<file path="config.mk">
export PLATFORM = sky130hd
export DESIGN_NAME = ita_hwpe_bias_repeat
export DESIGN_NICKNAME = d
export VERILOG_FILES = /design/src/rtl/ita_hwpe_package.sv /design/src/rtl/ita_hwpe_bias_buffer.sv /design/src/rtl/ita_hwpe_bias_repeat.sv
export SDC_FILE = /design/constraint.sdc
export NUM_CORES = 1
export LEC_CHECK = 0
export BUFFER_PORTS_ARGS = -buffer_cell sky130_fd_sc_hd__buf_2
export CORE_MARGIN = 2
export CORE_UTILIZATION = 38
export CTS_CLUSTER_DIAMETER = 100
export DETAILED_ROUTE_END_ITERATION = 16
export GPL_TIMING_DRIVEN = 0
export MAX_ROUTING_LAYER = met4
export SYNTH_ARGS = -nofsm -noshare
export SYNTH_HDL_FRONTEND = slang
export SYNTH_SLANG_ARGS = --single-unit
</file>
<file path="constraint.sdc">
create_clock -name clk_i -period 5.4 [get_ports clk_i]
set_clock_uncertainty 0.15 [all_clocks]
set_input_delay 0.54 -clock clk_i [delete_from_list [all_inputs] [get_ports clk_i]]
set_output_delay 0.54 -clock clk_i [all_outputs]
set_load 0.05 [all_outputs]
</file>
<file path="src/rtl/ita_hwpe_package.sv">
// rtl/ita_hwpe_package.sv - shared types and constants for the bias repeat block
// Holds the repeat FSM state encoding and the repetition counter width.
package ita_hwpe_package;

  localparam int unsigned BIAS_REPS_W = 16;

  typedef enum logic [1:0] {
    IDLE,
    FILL,
    REPLAY,
    DONE
  } bias_rep_state_e;

endpackage

</file>
<file path="src/rtl/ita_hwpe_bias_buffer.sv">
// rtl/ita_hwpe_bias_buffer.sv - flop-based bias word store
// One synchronous write port, one asynchronous read port; contents are never reset.
module ita_hwpe_bias_buffer #(
  parameter int unsigned DEPTH = 16,
  parameter int unsigned WIDTH = 36,
  parameter int unsigned AW    = (DEPTH > 1) ? $clog2(DEPTH) : 1
) (
  input  logic             clk_i,
  input  logic             we_i,
  input  logic [AW-1:0]    waddr_i,
  input  logic [WIDTH-1:0] wdata_i,
  input  logic [AW-1:0]    raddr_i,
  output logic [WIDTH-1:0] rdata_o
);

  logic [WIDTH-1:0] mem_q [DEPTH];

  always_ff @(posedge clk_i) begin
    if (we_i) begin
      mem_q[waddr_i] <= wdata_i;
    end
  end

  assign rdata_o = mem_q[raddr_i];

endmodule

</file>
<file path="src/rtl/ita_hwpe_bias_repeat.sv">
// rtl/ita_hwpe_bias_repeat.sv - captures one bias vector and re-emits it reps times
// Optional stall counter output enabled by ITA_BIAS_REPEAT_STALL_CNT_EN.
module ita_hwpe_bias_repeat
  import ita_hwpe_package::*;
#(
  parameter int unsigned BIAS_DW = 32,
  parameter int unsigned DEPTH   = 16
) (
  input  logic                       clk_i,
  input  logic                       rst_i,
  input  logic                       clear_i,
  input  logic                       start_i,
  input  logic [$clog2(DEPTH+1)-1:0] len_i,
  input  logic [BIAS_REPS_W-1:0]     reps_i,
  input  logic                       bias_valid_i,
  input  logic [BIAS_DW-1:0]         bias_data_i,
  input  logic [BIAS_DW/8-1:0]       bias_strb_i,
  output logic                       bias_ready_o,
  output logic                       bias_valid_o,
  output logic [BIAS_DW-1:0]         bias_data_o,
  output logic [BIAS_DW/8-1:0]       bias_strb_o,
  input  logic                       bias_ready_i,
  output logic                       busy_o,
  output logic                       done_o
`ifdef ITA_BIAS_REPEAT_STALL_CNT_EN
  ,
  output logic [31:0]                stall_cnt_o
`endif
);

  localparam int unsigned LEN_W = $clog2(DEPTH + 1);
  localparam int unsigned AW    = (DEPTH > 1) ? $clog2(DEPTH) : 1;
  localparam int unsigned SW    = BIAS_DW / 8;

  localparam logic [LEN_W-1:0]       LEN_ONE = LEN_W'(1);
  localparam logic [BIAS_REPS_W-1:0] REP_ONE = BIAS_REPS_W'(1);

  bias_rep_state_e state_q, state_d;

  logic [LEN_W-1:0]       len_q, len_d;
  logic [BIAS_REPS_W-1:0] reps_q, reps_d;
  logic [LEN_W-1:0]       wr_ptr_q, wr_ptr_d;
  logic [LEN_W-1:0]       rd_ptr_q, rd_ptr_d;
  logic [BIAS_REPS_W-1:0] rep_cnt_q, rep_cnt_d;

  logic                   buf_we;
  logic [SW+BIAS_DW-1:0]  buf_rdata;
  logic [LEN_W-1:0]       len_last;

  assign len_last = len_q - LEN_ONE;

  ita_hwpe_bias_buffer #(
    .DEPTH (DEPTH),
    .WIDTH (SW + BIAS_DW),
    .AW    (AW)
  ) i_buffer (
    .clk_i   (clk_i),
    .we_i    (buf_we),
    .waddr_i (wr_ptr_q[AW-1:0]),
    .wdata_i ({bias_strb_i, bias_data_i}),
    .raddr_i (rd_ptr_q[AW-1:0]),
    .rdata_o (buf_rdata)
  );

  always_comb begin
    state_d      = state_q;
    len_d        = len_q;
    reps_d       = reps_q;
    wr_ptr_d     = wr_ptr_q;
    rd_ptr_d     = rd_ptr_q;
    rep_cnt_d    = rep_cnt_q;
    bias_valid_o = 1'b0;
    bias_ready_o = 1'b0;
    bias_data_o  = buf_rdata[BIAS_DW-1:0];
    bias_strb_o  = buf_rdata[SW+BIAS_DW-1:BIAS_DW];
    done_o       = 1'b0;
    buf_we       = 1'b0;

    case (state_q)
      IDLE: begin
        if (start_i) begin
          if (len_i == '0 || reps_i == '0) begin
            state_d = DONE;
          end else begin
            len_d     = len_i;
            reps_d    = reps_i;
            wr_ptr_d  = '0;
            rd_ptr_d  = '0;
            rep_cnt_d = '0;
            state_d   = FILL;
          end
        end
      end

      // First emission is a straight passthrough while the words are captured.
      FILL: begin
        bias_valid_o = bias_valid_i;
        bias_ready_o = bias_ready_i;
        bias_data_o  = bias_data_i;
        bias_strb_o  = bias_strb_i;
        if (bias_valid_i && bias_ready_i) begin
          buf_we   = 1'b1;
          wr_ptr_d = wr_ptr_q + LEN_ONE;
          if (wr_ptr_q == len_last) begin
            rep_cnt_d = REP_ONE;
            state_d   = (reps_q == REP_ONE) ? DONE : REPLAY;
          end
        end
      end

      // rep_cnt counts completed emissions, so the fill pass already counts as one.
      REPLAY: begin
        bias_valid_o = 1'b1;
        if (bias_ready_i) begin
          if (rd_ptr_q == len_last) begin
            rd_ptr_d  = '0;
            rep_cnt_d = rep_cnt_q + REP_ONE;
            if (rep_cnt_q + REP_ONE == reps_q) begin
              state_d = DONE;
            end
          end else begin
            rd_ptr_d = rd_ptr_q + LEN_ONE;
          end
        end
      end

      DONE: begin
        done_o  = 1'b1;
        state_d = IDLE;
      end

      default: state_d = IDLE;
    endcase

    if (clear_i) begin
      state_d   = IDLE;
      wr_ptr_d  = '0;
      rd_ptr_d  = '0;
      rep_cnt_d = '0;
      done_o    = 1'b0;
      buf_we    = 1'b0;
    end
  end

  always_ff @(posedge clk_i or posedge rst_i) begin
    if (rst_i) begin
      state_q   <= IDLE;
      len_q     <= '0;
      reps_q    <= '0;
      wr_ptr_q  <= '0;
      rd_ptr_q  <= '0;
      rep_cnt_q <= '0;
    end else begin
      state_q   <= state_d;
      len_q     <= len_d;
      reps_q    <= reps_d;
      wr_ptr_q  <= wr_ptr_d;
      rd_ptr_q  <= rd_ptr_d;
      rep_cnt_q <= rep_cnt_d;
    end
  end

  assign busy_o = (state_q != IDLE);

`ifdef ITA_BIAS_REPEAT_STALL_CNT_EN
  logic [31:0] stall_cnt_q;

  always_ff @(posedge clk_i or posedge rst_i) begin
    if (rst_i) begin
      stall_cnt_q <= '0;
    end else if (clear_i) begin
      stall_cnt_q <= '0;
    end else if (state_q == IDLE && start_i) begin
      stall_cnt_q <= '0;
    end else if (bias_valid_o && !bias_ready_i && stall_cnt_q != '1) begin
      stall_cnt_q <= stall_cnt_q + 32'd1;
    end
  end

  assign stall_cnt_o = stall_cnt_q;
`endif

endmodule

</file>
# Word level (Yosys, flattened, before mapping)
# Memory sizes are Yosys's and may differ from the RTL's.
# Index checks and enable logic that the tools add are counted.
dict set report word_totals {
  ram_bits 576
  elab_cells 78
  latch_bits 0
  reg_bits 49
  rom_bits 0
  output_inout_bits 40
  input_bits 63
  memories 1
}
dict set report op_classes {
  mux 38
  n_div 0
  reduce_logical 14
  n_shift 0
  magnitude_cmp 0
  addsub 4
  eq_ne 14
  multipliers 0
  bitwise 1
}
# memory depth width rd rd_ports_with_merged_regs write_ports line_no
set mem_list {}
lappend mem_list {i_buffer.mem_q 16 36 1 0 1 ita_hwpe_bias_buffer.sv:16} ;# logic [WIDTH-1:0] mem_q [DEPTH];
# operator count
set ops {}
lappend ops {{2-to-1 mux 16 bit} 7}
lappend ops {{case mux 16 bit (3 select lines)} 1}
lappend ops {{2-to-1 mux 5 bit} 7}
lappend ops {{2-to-1 mux 32 bit} 1}
lappend ops {{inequality test 3 bit, second input constant} 7}
lappend ops {{case mux 5 bit (2 select lines)} 2}
lappend ops {{adder 16 x 1 -> 16 bit, second input constant} 1}
lappend ops {{equality test 16 x 1 -> 1 bit, second input constant} 1}
lappend ops {{equality test 16 bit} 1}
lappend ops {{logical NOT 16 bit} 1}
lappend ops {{2-to-1 mux 2 bit} 8}
lappend ops {{adder 5 x 1 -> 5 bit, second input constant} 2}
lappend ops {{equality test 5 bit} 2}
lappend ops {{2-to-1 mux 1 bit} 9}
lappend ops {{case mux 2 bit (4 select lines)} 1}
lappend ops {{AND reduction 4 bit} 2}
lappend ops {{AND reduction 7 bit} 1}
lappend ops {{AND reduction 6 bit} 1}
lappend ops {{nonzero test 3 bit} 2}
lappend ops {{logical NOT 5 bit} 1}
lappend ops {{subtractor 5 x 1 -> 5 bit, second input constant} 1}
lappend ops {{equality test 2 bit, second input constant} 2}
lappend ops {{2-to-1 mux 4 bit} 1}
lappend ops {{nonzero test 4 bit} 1}
lappend ops {{8 further kinds} 8}

# Depth between registers and ports, before layout
# Gate-level depths: netlist of the first run.
dict set report depth {
  ltp_word 7
  depth_mapped 12
  depth_no_buf 10
}

# Hierarchy
# A second synthesis of the first run with hierarchy kept.
dict set report unflattened {
  hier_cells 1292
  area_unflattened_um2 25250.5
}
# module instances area_per_inst_um2 seq_area_each_um2 cells_each
set by_module_without_submodules {}
lappend by_module_without_submodules {ita_hwpe_bias_buffer 1 21598.2 17296.6 902}
lappend by_module_without_submodules {ita_hwpe_bias_repeat 1 3652.3 1226.2 390}

# Least setup slack after synthesis of the first run
# Ideal clock, no wire load.
dict set report synth_path {
  path_kind {register -> register}
  startpoint {register state_q[1]}
  endpoint {memory i_buffer.mem_q[0][0], enable pin}
  required_time_ns 4.776
  path_stages_with_launch 7
  setup_time_ns 0.474
  arrival_time_ns 3.847
  path_slack_ns 0.929
  period_less_slack_ns 4.471
  path_buffers 0
  path_cell_list {dfrtp_1 > inv_1 > ha_1 > inv_1 > nor3_1 > nand2_1 > nor3_1}
}
dict set report synth_via {
  elab_chain_cells 5
}
# item line_no
set synth_lines {}
lappend synth_lines {{start: declaration} ita_hwpe_bias_repeat.sv:38} ;# bias_rep_state_e state_q, state_d;
lappend synth_lines {{start signal: assignment} ita_hwpe_bias_repeat.sv:154} ;# state_q <= state_d;
lappend synth_lines {{equality test 2 x 1 -> 1 bit} ita_hwpe_bias_repeat.sv:79} ;# case (state_q)
lappend synth_lines {{2-to-1 mux 1 bit} ita_hwpe_bias_repeat.sv:79}
lappend synth_lines {{2-to-1 mux 1 bit} ita_hwpe_bias_repeat.sv:135} ;# if (clear_i) begin
lappend synth_lines {{2-to-1 mux 1 bit} ita_hwpe_bias_buffer.sv:19} ;# if (we_i) begin
lappend synth_lines {{2-to-1 mux 1 bit (not written as such)} ita_hwpe_bias_buffer.sv:20} ;# mem_q[waddr_i] <= wdata_i;
lappend synth_lines {{end: declaration} ita_hwpe_bias_buffer.sv:16}
# No other way between the ends.

# Final worst setup path of the first run
dict set report layout_path {
  startpoint {register rd_ptr_q[0]}
  endpoint {output port bias_data_o[31]}
}
dict set report layout_via {
  elab_chain_cells 2
}
# item line_no
set layout_lines {}
lappend layout_lines {{start: declaration} ita_hwpe_bias_repeat.sv:43} ;# logic [LEN_W-1:0] rd_ptr_q, rd_ptr_d;
lappend layout_lines {{start signal: assignment} ita_hwpe_bias_repeat.sv:158} ;# rd_ptr_q <= rd_ptr_d;
lappend layout_lines {{memory read (16 x 36 bit)} --}
lappend layout_lines {{2-to-1 mux 32 bit} ita_hwpe_bias_repeat.sv:79}
lappend layout_lines {{end: declaration} ita_hwpe_bias_repeat.sv:20} ;# output logic [BIAS_DW-1:0] bias_data_o,
# No other way between the ends.

==> summary.txt, run 1 <==
Synth
  • Yosys reg bits: 625
  • Syn Std Cell Area: 0.02532 mm^2
  • Primary FF master, synth: edfxtp_1
  • Most area-consuming cells after synthesis: edfxtp_1, mux4_2, dfrtp_1, nand2_1, mux2_2
  • Cell taking the most area after synthesis: edfxtp_1
  • Ys async rst share: 0.07840
  • Syn_area_per_cell: roughly 20 um^2
  • Synthesis Warnings: 0
  • Top cell type's share of synthesized area: 0.6831
  • Synthesized netlist cell count: 1,284
  • Sequential area share after synthesis: 0.7316
  • Syn nets: between 1k and 1.5k
  • Post-synth EDFFs: approximately 580
  • Distinct cell type count of the synthesized netlist: 51

Clock network
  • CTS buffer count: a little under 70
  • TritonCTS clock tree: built
  • Max Root-Sink Buffers: 3
  • Sinks on Clock Net: about 630
  • Htree depth: 3
  • Post-CTS setup buffer count: 0
  • Reg clk slew, reported paths: roughly 60 ps
  • CTS root buffer: clkbuf_16
  • Clock Latency Late Sink: 600 ps

Timing
  • Final setup fails: 0
  • Setup ws final: approximately 480 ps
  • Final min period: 4915 ps
  • Slew Limit Headroom: 0.2087
  • Max Transition Viols Final: 0
  • Part of the cycle the worst path needs: 0.9103
  • Worst-Margin Slew: ~1200 ps
  • Hold_ws: 41.32 ps
  • Max Clock Freq: 0.2034 GHz
  • Hold Vio Cnt, Final: 0
  • Unrepaired setup endpoints after global routing: no

Run status
  • Status: completed

Floorplanning
  • Initial core utilization: 0.3844
  • # IOs: around 100
  • Core area: 0.06586 mm^2
  • Die extent in y: approximately 260 um
  • Die X: 262.1 um
  • Full die area: slightly below 0.07 mm^2
  • FP Rows: 94

Placement
  • DP Area: ~0.028 mm^2
  • Port Buffers: slightly above 100
  • Pre-CTS setup slack: around 1000 ps
  • Placed Cells: ~2.3k
  • RePlAce Congestion: roughly 0.83
  • HPWL after DPL: 39.40 mm

Drt
  • Post-route ant nets: 0
  • Initial DRC count: approximately 1.3k
  • Remaining DRCs: 0
  • Via-to-Cell Ratio: between 5 and 6
  • TritonRoute pass-1 iters: 5
  • Routed wire per std cell: between 20 and 30 um
  • Routed wire length: roughly 63 mm
  • Routed via count: roughly 13k

Global route
  • Met2 GRT Util: 0.2925
  • GRT Overall Usage: 0.1919
  • Initial antenna violation count: 5
  • Grt met3 use: 0.04360
  • First-pass GRT wire length: a little over 90 mm
  • Gr busiest metal: met2
  • Met1 Use GR: 0.2652
  • Number of global-route vias before repair: roughly 14k
  • Total grt overflow: 0
  • Pin count of the biggest net entering global routing: 31

Power
  • Pwr per Cell Area: a little over 400 mW/mm^2
  • Worst VDD drop: 0.3267 mV
  • Lkg Pwr: ~0.0096 uW

Finish
  • Register area: ~0.019 mm^2
  • Cell area after layout: between 0.02 and 0.03 mm^2
  • Layout cells sized above 1: 0.3006
  • Multi-input gate area: approximately 0.0066 mm^2
  • Fill cells: roughly 5.6k
  • Final core utilization: 0.4539
  • Area grow syn2layout: 18.06%
  • Layout Cells excl Fill: between 2k and 2.5k
  • Nets: ~1.6k

Worst setup path
  • Largest fanout on the critical path: 10
  • Slowest cell on crit path: buf_1
  • Setup CP Type: reg2out
  • CP cell instances: clkbuf_1, clkbuf_1, buf_1, mux4_2, mux4_2, nand2_1, nand2_1, buf_2
  • Slowest stage delay, CP: 880 ps
  • Worst Setup Start Kind: register
  • CP endpoint kind: output pin
  • CP Data Arrival Time: between 4000 and 5000 ps
  • Required time of the critical path: roughly 4700 ps

Hold path
  • Worst Hold Class: in2reg

Run
  • Max-capacitance violation count: 0
[Yosys cell counts, types with 5 or more instances]
cell type,number
a21oi_1,9
a311oi_1,5
a31oi_1,6
buf_1,11
clkbuf_1,54
dfrtp_1,49
edfxtp_1,576
ha_1,12
inv_1,12
mux2_2,19
mux4_2,180
nand2_1,134
nand2b_1,9
nand3_1,12
nand4_1,9
nor2_1,29
nor2b_1,8
nor3_1,11
nor4_1,9
o21ai_0,13
o21ai_1,24
o31ai_2,6
xnor2_1,23
xor2_1,15
[per-layer routing]
| layer | share of wire | up-vias |
|---|---|---|
| met5 | 0 | - |
| met4 | 0.018 | 0 |
| met3 | 0.066 | 93 |
| met2 | 0.47 | 428 |
| met1 | 0.44 | 6989 |
| li1 | - | 5659 |
[critical path, delay by kind of cell, from the launching register on]
kind,cells,cell delay [ps]
and+or+nand+nor,2,260
DFF,1,350
muxes,2,1090
buffers and inverters,4,1910
[sequential cells by signal, summed over array words and instances, names as in the netlist]
register / flops
rep_cnt_q: 16
len_q: 5
state_q: 2
i_buffer.mem_q: 576
wr_ptr_q: 5
reps_q: 16
rd_ptr_q: 5
[power breakdown]
| part | switching (uW) | total (uW) | internal, uW |
|---|---|---|---|
| registers | 122 | 5510 | 5390 |
| logic | 1390 | 2150 | 759 |
| clock network | 1930 | 4610 | 2680 |
| total | 3440 | 12300 | 8830 |
[through the flow]
step / power [uW] / TNS, ps
after floorplan: 7109 / 0
after global placement: 7752 / -684600
after detailed placement: 7782 / 0
after CTS: 12380 / 0
after global routing: 12710 / 0
final: 12270 / 0
[cells by family (layout without fill, tap and decap cells)]
| group | after synthesis | in the layout | share of synthesized area |
|---|---|---|---|
| adders and majority gates | 12 | 12 | 0.005930 |
| muxes | 200 | 200 | 0.1690 |
| other | 0 | 5 | 0 |
| and+or+nand+nor | 239 | 239 | 0.04250 |
| xor gates and xnor gates | 38 | 38 | 0.01314 |
| buffers and inverters | 82 | 345 | 0.01314 |
| DFF | 625 | 625 | 0.7316 |
| AOI/OAI and AO/OA | 88 | 88 | 0.02476 |
[final timing paths]
kind	startpoint	to	slack (ps)	cells past startpoint
max reg2reg	state_q[1]	i_buffer.mem_q[3][4]	1700	8
max	rd_ptr_q[0]	bias_data_o[31]	480	8
max in group asynchronous	rst_i	reps_q[4]	4210	4
min reg2reg	rd_ptr_q[4]	rd_ptr_q[4]	360	1
min in group asynchronous	rst_i	rd_ptr_q[2]	350	3
min	reps_i[12]	reps_q[12]	40	3
[timing repair]
item	4_1_cts	5_1_grt
hold buffers	2	0
resized for setup	0	0
hold endpoints to repair	20	0
endpoints found under the setup margin	0	0
[cell usage in the layout (no fill, tap or decap), types with 11 or more instances in the layout]
cell,n
clkinv_1,12
edfxtp_1,576
buf_6,20
xor2_1,15
mux2_2,19
nor2_1,17
clkbuf_16,69
inv_1,11
mux4_2,180
o21ai_0,13
o21ai_1,24
clkbuf_1,72
buf_2,104
ha_1,12
nor2_4,12
nand3_1,12
buf_1,11
nand2_1,134
dfrtp_1,49
xnor2_1,23
[layout make-up]
| class | count | area share |
|---|---|---|
| Timing Repair Buffer | 141 | 0.03880 |
| Clock buffer | 88 | 0.06048 |
| Clock inverter | 34 | 0.01344 |
| Buffer | 70 | 0.009627 |
| Inverter | 12 | 0.001507 |
| Antenna cell | 5 | 0.0004186 |
| Sequential cell | 625 | 0.6196 |
| Multi-Input combinational cell | 577 | 0.2199 |
| Tap cell | 864 | 0.03616 |
No activity file was read; power rests on OpenSTA's default activity.
==> inputs of run 2 (changes only) <==
--- a/config.mk
+++ b/config.mk
@@ -5,7 +5,9 @@
 export SDC_FILE = /design/constraint.sdc
 export NUM_CORES = 1
 export LEC_CHECK = 0
+export ABC_AREA = 1
 export BUFFER_PORTS_ARGS = -buffer_cell sky130_fd_sc_hd__buf_2
+export CORE_ASPECT_RATIO = 0.9
 export CORE_MARGIN = 2
 export CORE_UTILIZATION = 38
 export CTS_CLUSTER_DIAMETER = 100
==> run 2 against run 1 <==
  * Worst hold slack got worse by 15 ps
  * First-iteration DRC count increased by 52%
  * Maximum frequency increased by 2.6%
  * Critical path depth decreased by 1
  * Count of clock-buffer cells in the layout increased by 6
  * Sequential cell count unchanged
  * Utilization decreased by 0.37 points
  * Die area increased by 2.3%
  * Power increased by 9.7%
  * Sequential power about the same
  * Critical endpoint is now bias_strb_o[3]
==> summary.txt, run 2 <==
Run status
  • Status: completed

Clock network
  • Htree depth: 3
  • TritonCTS clock tree: built
  • Sinks on Clock Net: between 600 and 700
  • Reg clk slew, reported paths: 60 ps
  • CTS buffer count: a little under 70
  • Clock Latency Late Sink: approximately 610 ps
  • Max Root-Sink Buffers: 3
  • CTS root buffer: clkbuf_16
  • Post-CTS setup buffer count: 0

Global route
  • Total grt overflow: 0
  • GRT Overall Usage: 0.2219
  • First-pass GRT wire length: ~110 mm
  • Number of global-route vias before repair: roughly 18k
  • Pin count of the biggest net entering global routing: 38
  • Initial antenna violation count: 1

Power
  • Pwr per Cell Area: around 440 mW/mm^2
  • Combinational share of power: 0.253
  • Sequential share of power: 0.408
  • Switching part of the total power: 0.3404
  • Lkg Pwr: just over 0.01 uW
  • Cell Int Power: a little under 9000 uW
  • Tot Pwr: between 10,000 and 15,000 uW
  • Clock power share: 0.339
  • Net Sw Power: 4581 uW
  • Worst VDD drop: between 0.2 and 0.25 mV

Synth
  • Most area-consuming cells after synthesis: edfxtp_1, o21ai_0, nor2_1, dfrtp_1, nand2_1
  • Syn_area_per_cell: about 12 um^2
  • Sequential area share after synthesis: 0.7147
  • Synthesis Warnings: 0
  • Syn Std Cell Area: ~0.026 mm^2
  • Primary FF master, synth: edfxtp_1
  • Cell taking the most area after synthesis: edfxtp_1
  • Most frequent cells after synthesis: edfxtp_1, nor2_1, o21ai_0
  • Syn nets: 2,198
  • Post-synth EDFFs: roughly 580
  • Top-count cell post-synth: edfxtp_1
  • Top cell type's share of synthesized area: 0.6673
  • Ys async rst share: 0.07840
  • Yosys reg bits: around 630
  • Distinct cell type count of the synthesized netlist: 40
  • Synthesized netlist cell count: between 2k and 2.5k

Placement
  • DP Area: 0.02800 mm^2
  • HPWL after DPL: roughly 52 mm
  • Port Buffers: 101
  • Pre-CTS setup slack: between 1000 and 1500 ps
  • RePlAce Congestion: around 0.84

Worst setup path
  • Setup CP Type: reg2out
  • CP endpoint kind: output pin
  • Worst Setup Start Kind: register
  • Slowest cell on crit path: clkbuf_1
  • CP bufs+invs: 5
  • Critical path's top delay family: buffers and inverters
  • Crit path depth: 7
  • Worst reg2reg path depth: 9
  • CP Data Arrival Time: between 4000 and 5000 ps
  • CP cell instances: inv_1, ha_1, inv_1, clkbuf_1, clkbuf_1, a41oi_1, buf_2
  • Reg2Reg Setup Slack: about 2000 ps
  • Largest fanout on the critical path: 10
  • Reg2Reg Launch Point: state_q[1]
  • Slowest stage delay, CP: 780 ps
  • Worst setup path startpoint: state_q[1]
  • Worst R2R End: i_buffer.mem_q[13][15]
  • Setup crit end: bias_strb_o[3]
  • Required time of the critical path: 4710 ps

Timing
  • Unrepaired setup endpoints after global routing: no
  • Final setup fails: 0
  • Slew Limit Headroom: 0.2827
  • Max Transition Viols Final: 0
  • Hold Vio Cnt, Final: 0
  • Hold_ws: about 26 ps
  • Part of the cycle the worst path needs: 0.8873
  • Worst-Margin Slew: roughly 1100 ps
  • Max Clock Freq: approximately 0.21 GHz
  • Final min period: around 4800 ps
  • Setup ws final: about 600 ps

Drt
  • Routed wire per std cell: 23.51 um
  • Routed wire length: roughly 76 mm
  • Initial DRC count: 1,995
  • TritonRoute pass-1 iters: 5
  • Remaining DRCs: 0
  • Routed via count: roughly 18k
  • Post-route ant nets: 0
  • Via-to-Cell Ratio: approximately 5.6

Floorplanning
  • Full die area: between 0.07 and 0.08 mm^2
  • Die extent in y: about 250 um
  • Core area: around 0.067 mm^2
  • Initial core utilization: 0.3855
  • # IOs: roughly 100
  • Die X: between 200 and 300 um
  • FP Rows: 90

Hold path
  • Worst Hold Class: in2reg
  • Hold Crit Depth: 3

Finish
  • Area grow syn2layout: 16.75%
  • Cell area after layout: about 0.030 mm^2
  • Most frequent cells in the layout: edfxtp_1, nor2_1, o21ai_0, nand2_1, buf_2
  • Biggest regs: i_buffer.mem_q: 576 flops, rep_cnt_q: 16 flops, reps_q: 16 flops
  • Inserted Diodes: 0
  • Layout cells sized above 1: 0.1259
  • Max reg flops: approximately 580
  • Fill cells: a little under 6k
  • Final core utilization: 0.4501
  • Most common cell after layout, fill and taps aside: edfxtp_1
  • Nets: between 2k and 2.5k
  • Largest register by flop count: i_buffer.mem_q

Run
  • Max-capacitance violation count: 0
run 2: changes by cell type after synthesis, sizes merged, moves of 35 or more:
cell    before  now
a41oi        1   36
nand2      134  231
clkbuf      54   96
o22ai        0   85
nand3       12   83
o21ai       37  334
o221ai       0   59
inv         12   71
mux4       180    0
nor2        29  390
run 2: per-stage QoR:
step	cells	TNS, ps
final	3248	0
after global placement	3098	-26890
after detailed placement	3115	0
after CTS	3248	0
after global routing	3248	0
after floorplan	2123	0
run 2: per-layer routing:
layer  vias up  routed length (um)  share of wire  global-route usage
met5         -                   0              0                   -
met4         0                1920          0.025             0.06866
met3       129                5356          0.070             0.03500
met2       755               36030           0.47              0.3476
met1      9197               33040           0.43              0.2988
li1       8214                   -              -                   -
run 2: logic make-up after synthesis:
kind of cell / count (synthesis) / share of synthesized area
simple gates: 731 / 0.1161
flops: 625 / 0.7147
compound gates: 538 / 0.1258
buf+inv: 203 / 0.03172
xor+xnor: 12 / 0.005165
fa+ha+maj: 12 / 0.005793
mux: 2 / 0.0008689
run 2: area by class of cell:
| type | count | area [um^2] | area share |
|---|---|---|---|
| buffer | 130 | 548.0 | 0.01811 |
| sequential | 625 | 18520 | 0.6121 |
| inverter | 73 | 274.0 | 0.009055 |
| multi-input combinational | 1295 | 6694 | 0.2212 |
| clock buffer | 94 | 1937 | 0.06401 |
| clock inverter | 30 | 232.7 | 0.007691 |
| timing repair buffer | 127 | 958.4 | 0.03167 |
| tap | 874 | 1094 | 0.03614 |
run 2: worst min path at each step:
stage / start / endpoint / slack, ps
2_1_floorplan: rep_cnt_q[14] / rep_cnt_q[14] / 350
3_3_place_gp: rep_cnt_q[1] / rep_cnt_q[1] / 380
3_5_place_dp: rst_i / state_q[0] / 370
4_1_cts: reps_i[3] / reps_q[3] / 3
5_1_grt: reps_i[15] / reps_q[15] / 30
6_report: reps_i[3] / reps_q[3] / 30
run 2: worst register-to-register path, stage by stage, from the launching register on:
cell	delay [ps]
dfrtp_1	420
inv_1	130
ha_1	220
inv_1	240
nor2_1	270
inv_1	90
nor2_1	270
nand2_1	330
nor2_4	700
buf_12	280
run 2: timing repair:
item,in CTS,in global routing
setup endpoints to repair,0,0
hold buffers,9,0
endpoints found under the hold margin,20,0
gates resized for setup,0,0
run 2: power by group through the flow:
stage	combinational (uW)	sequential, uW	clock (uW)
floorplan	2190	5570	0
global placement	3340	5590	0
detailed placement	3390	5590	0
CTS	3410	5490	4610
global route	3670	5500	4780
finish	3410	5490	4560
==> inputs of run 3 (changes only) <==
--- a/config.mk
+++ b/config.mk
@@ -14,6 +14,7 @@
 export DETAILED_ROUTE_END_ITERATION = 16
 export GPL_TIMING_DRIVEN = 0
 export MAX_ROUTING_LAYER = met4
+export PLACE_DENSITY = 0.63
 export SYNTH_ARGS = -nofsm -noshare
 export SYNTH_HDL_FRONTEND = slang
 export SYNTH_SLANG_ARGS = --single-unit
==> run 3 against run 2 <==
  * Sequential share of layout area up 0.41 points
  * Count of clock-buffer cells in the layout is 18 lower
  * Sequential power about the same
  * Combinational power barely moved
  * Register-to-register slack gained 40 ps
  * Final cell count shrank 0.25%
  * Largest cell class unchanged
  * Worst setup slack improved by 250 ps
  * First-iteration DRC count is 12% higher
  * Via count grew 1.0%
  * Sequential cell count did not move
==> summary.txt, run 3 (synthesis gave the netlist of run 2 again) <==
Clock network
  • Clock Latency Late Sink: approximately 600 ps
  • CTS buffer count: 66
  • Reg clk slew, reported paths: roughly 60 ps
  • Post-cts resize count: 0
  • Htree depth: 3
  • Sinks on Clock Net: 625
  • Max Root-Sink Buffers: 3
  • CTS root buffer: clkbuf_16
  • TritonCTS clock tree: built

Floorplanning
  • FP Rows: 90
  • Initial core utilization: 0.3855
  • Die extent in y: 251.8 um
  • Full die area: about 0.070 mm^2
  • Die X: roughly 280 um
  • # IOs: around 100
  • Core area: around 0.067 mm^2

Finish
  • Most common cell after layout, fill and taps aside: edfxtp_1
  • Area grow syn2layout: 15.97%
  • Layout cells sized above 1: 0.1265
  • Most frequent cells in the layout: edfxtp_1, nor2_1, o21ai_0, nand2_1, buf_2
  • Largest register by flop count: i_buffer.mem_q
  • Nets: roughly 2.4k
  • Fill cells: 5,956
  • Max reg flops: about 580
  • Biggest regs: i_buffer.mem_q: 576 flops, rep_cnt_q: 16 flops, reps_q: 16 flops

Worst setup path
  • Slowest cell on crit path: clkbuf_1
  • Crit path depth: 7
  • CP Data Arrival Time: ~3900 ps
  • CP bufs+invs: 5
  • Slowest stage delay, CP: ~760 ps
  • Largest fanout on the critical path: 10
  • Worst Setup Start Kind: register
  • Setup CP Type: reg2out
  • Critical path's top delay family: buffers and inverters
  • Worst R2R End: i_buffer.mem_q[12][3]
  • Worst reg2reg path depth: 9
  • Reg2Reg Setup Slack: 2020 ps
  • CP cell instances: inv_1, ha_1, inv_1, clkbuf_1, clkbuf_1, a41oi_1, buf_2
  • Reg2Reg Launch Point: state_q[1]
  • CP endpoint kind: output pin
  • Required time of the critical path: between 4000 and 5000 ps

Drt
  • Routed wire length: around 76 mm
  • Initial DRC count: 2,226
  • Via-to-Cell Ratio: around 5.7
  • Routed via count: between 15k and 20k
  • TritonRoute pass-1 iters: 5
  • Remaining DRCs: 0
  • Routed wire per std cell: 23.34 um
  • Post-route ant nets: 0

Run status
  • Status: completed

Placement
  • Port Buffers: between 100 and 150
  • Pre-CTS setup slack: ~1500 ps
  • RePlAce Congestion: 0.8764
  • HPWL after DPL: 51.43 mm

Power
  • Lkg Pwr: about 0.01 uW
  • Switching part of the total power: 0.3466
  • Clock power share: 0.328
  • Combinational share of power: 0.257
  • Cell Int Power: about 8600 uW
  • Tot Pwr: roughly 13,000 uW
  • Sequential share of power: 0.415
  • Net Sw Power: about 4600 uW
  • Pwr per Cell Area: 440.2 mW/mm^2
  • Worst VDD drop: approximately 0.35 mV

Timing
  • Final setup fails: 0
  • Max Transition Viols Final: 0
  • Hold Vio Cnt, Final: 0
  • Part of the cycle the worst path needs: 0.8417
  • Fin Setup TNS: 0 ps
  • Final min period: ~4500 ps
  • Unrepaired setup endpoints after global routing: no
  • Slew Limit Headroom: 0.2084
  • Max Clock Freq: around 0.22 GHz
  • Worst-Margin Slew: 1183 ps
  • Setup ws final: ~850 ps

Global route
  • First-pass GRT wire length: around 110 mm
  • Total grt overflow: 0
  • GRT Overall Usage: 0.2209
  • Number of global-route vias before repair: 18.08k
  • Pin count of the biggest net entering global routing: 36
  • Initial antenna violation count: 4

Hold path
  • Worst Hold Class: in2reg
  • Min-delay src: reps_i[11]
  • Hold Crit Depth: 3
  • Worst hold endpoint: reps_q[11]

Run
  • Max-capacitance violation count: 0
==> run 3: changes by cell type in the layout (fill, tap and decap cells not counted), sizes merged <==
cell         change
clkinv          +13
clkbuf          -18
inv              -1
clkinvlp         +1
dlygate4sd3      -5
diode            +2
==> run 3: tightest hold or removal path: cells and delay by family <==
family	cells	cell delay [ps]
buffers and inverters	1	90
AND/OR/NAND/NOR	1	40
AO/OA/AOI/OAI	1	60
==> run 3: worst max path at each step <==
stage | from | end
6_report | state_q[1] | bias_strb_o[2]
5_1_grt | state_q[1] | bias_data_o[30]
4_1_cts | state_q[1] | bias_data_o[30]
3_5_place_dp | state_q[1] | bias_data_o[30]
3_3_place_gp | state_q[1] | i_buffer.mem_q[8][14]
2_1_floorplan | state_q[1] | i_buffer.mem_q[0][0]
==> run 3: layout make-up <==
| cell class | instances | area [um^2] | share of cell area |
|---|---|---|---|
| Buffer | 130 | 548.0 | 0.01823 |
| Clock inverter | 43 | 324.1 | 0.01078 |
| Tap cell | 874 | 1094 | 0.03638 |
| Timing Repair Buffer | 122 | 885.9 | 0.02947 |
| Antenna cell | 2 | 5.005 | 0.0001665 |
| Sequential cell | 625 | 18520 | 0.6162 |
| Inverter | 73 | 274.0 | 0.009116 |
| Multi-Input combinational cell | 1295 | 6694 | 0.2227 |
| Clock buffer | 76 | 1710 | 0.05690 |
==> run 3: what timing repair did <==
item | 4_1_cts | 5_1_grt
hold buffers | 4 | 0
buffers inserted | 0 | 0
hold endpoints to repair | 17 | 0
==> run 3: metrics by stage <==
stage / instance area [um^2] / hold WS [ps] / cells / utilization
after detailed placement: 27980 / 375.4 / 3115 / 0.4162
after global routing: 30060 / 15.55 / 3240 / 0.4471
after floorplan: 25920 / 349.7 / 2123 / -
after CTS: 30050 / 0.5190 / 3238 / 0.4470
final: 30060 / 17.28 / 3240 / 0.4471
after global placement: 27520 / 377.9 / 3098 / 0.4093
==> run 3: power groups by stage <==
stage / sequential, uW / combinational [uW] / clock, uW
6_report: 5490 / 3400 / 4340
4_1_cts: 5490 / 3390 / 4370
2_1_floorplan: 5570 / 2190 / 0
5_1_grt: 5500 / 3660 / 4550
3_3_place_gp: 5600 / 3320 / 0
3_5_place_dp: 5590 / 3380 / 0
==> run 3: routing by layer <==
metal / routed length [um] / part of all wire / global-route usage
met2: 35310 / 0.47 / 0.3450
met1: 31690 / 0.42 / 0.2938
met5: 0 / 0 / -
met4: 2018 / 0.027 / 0.06943
met3: 6600 / 0.087 / 0.04093
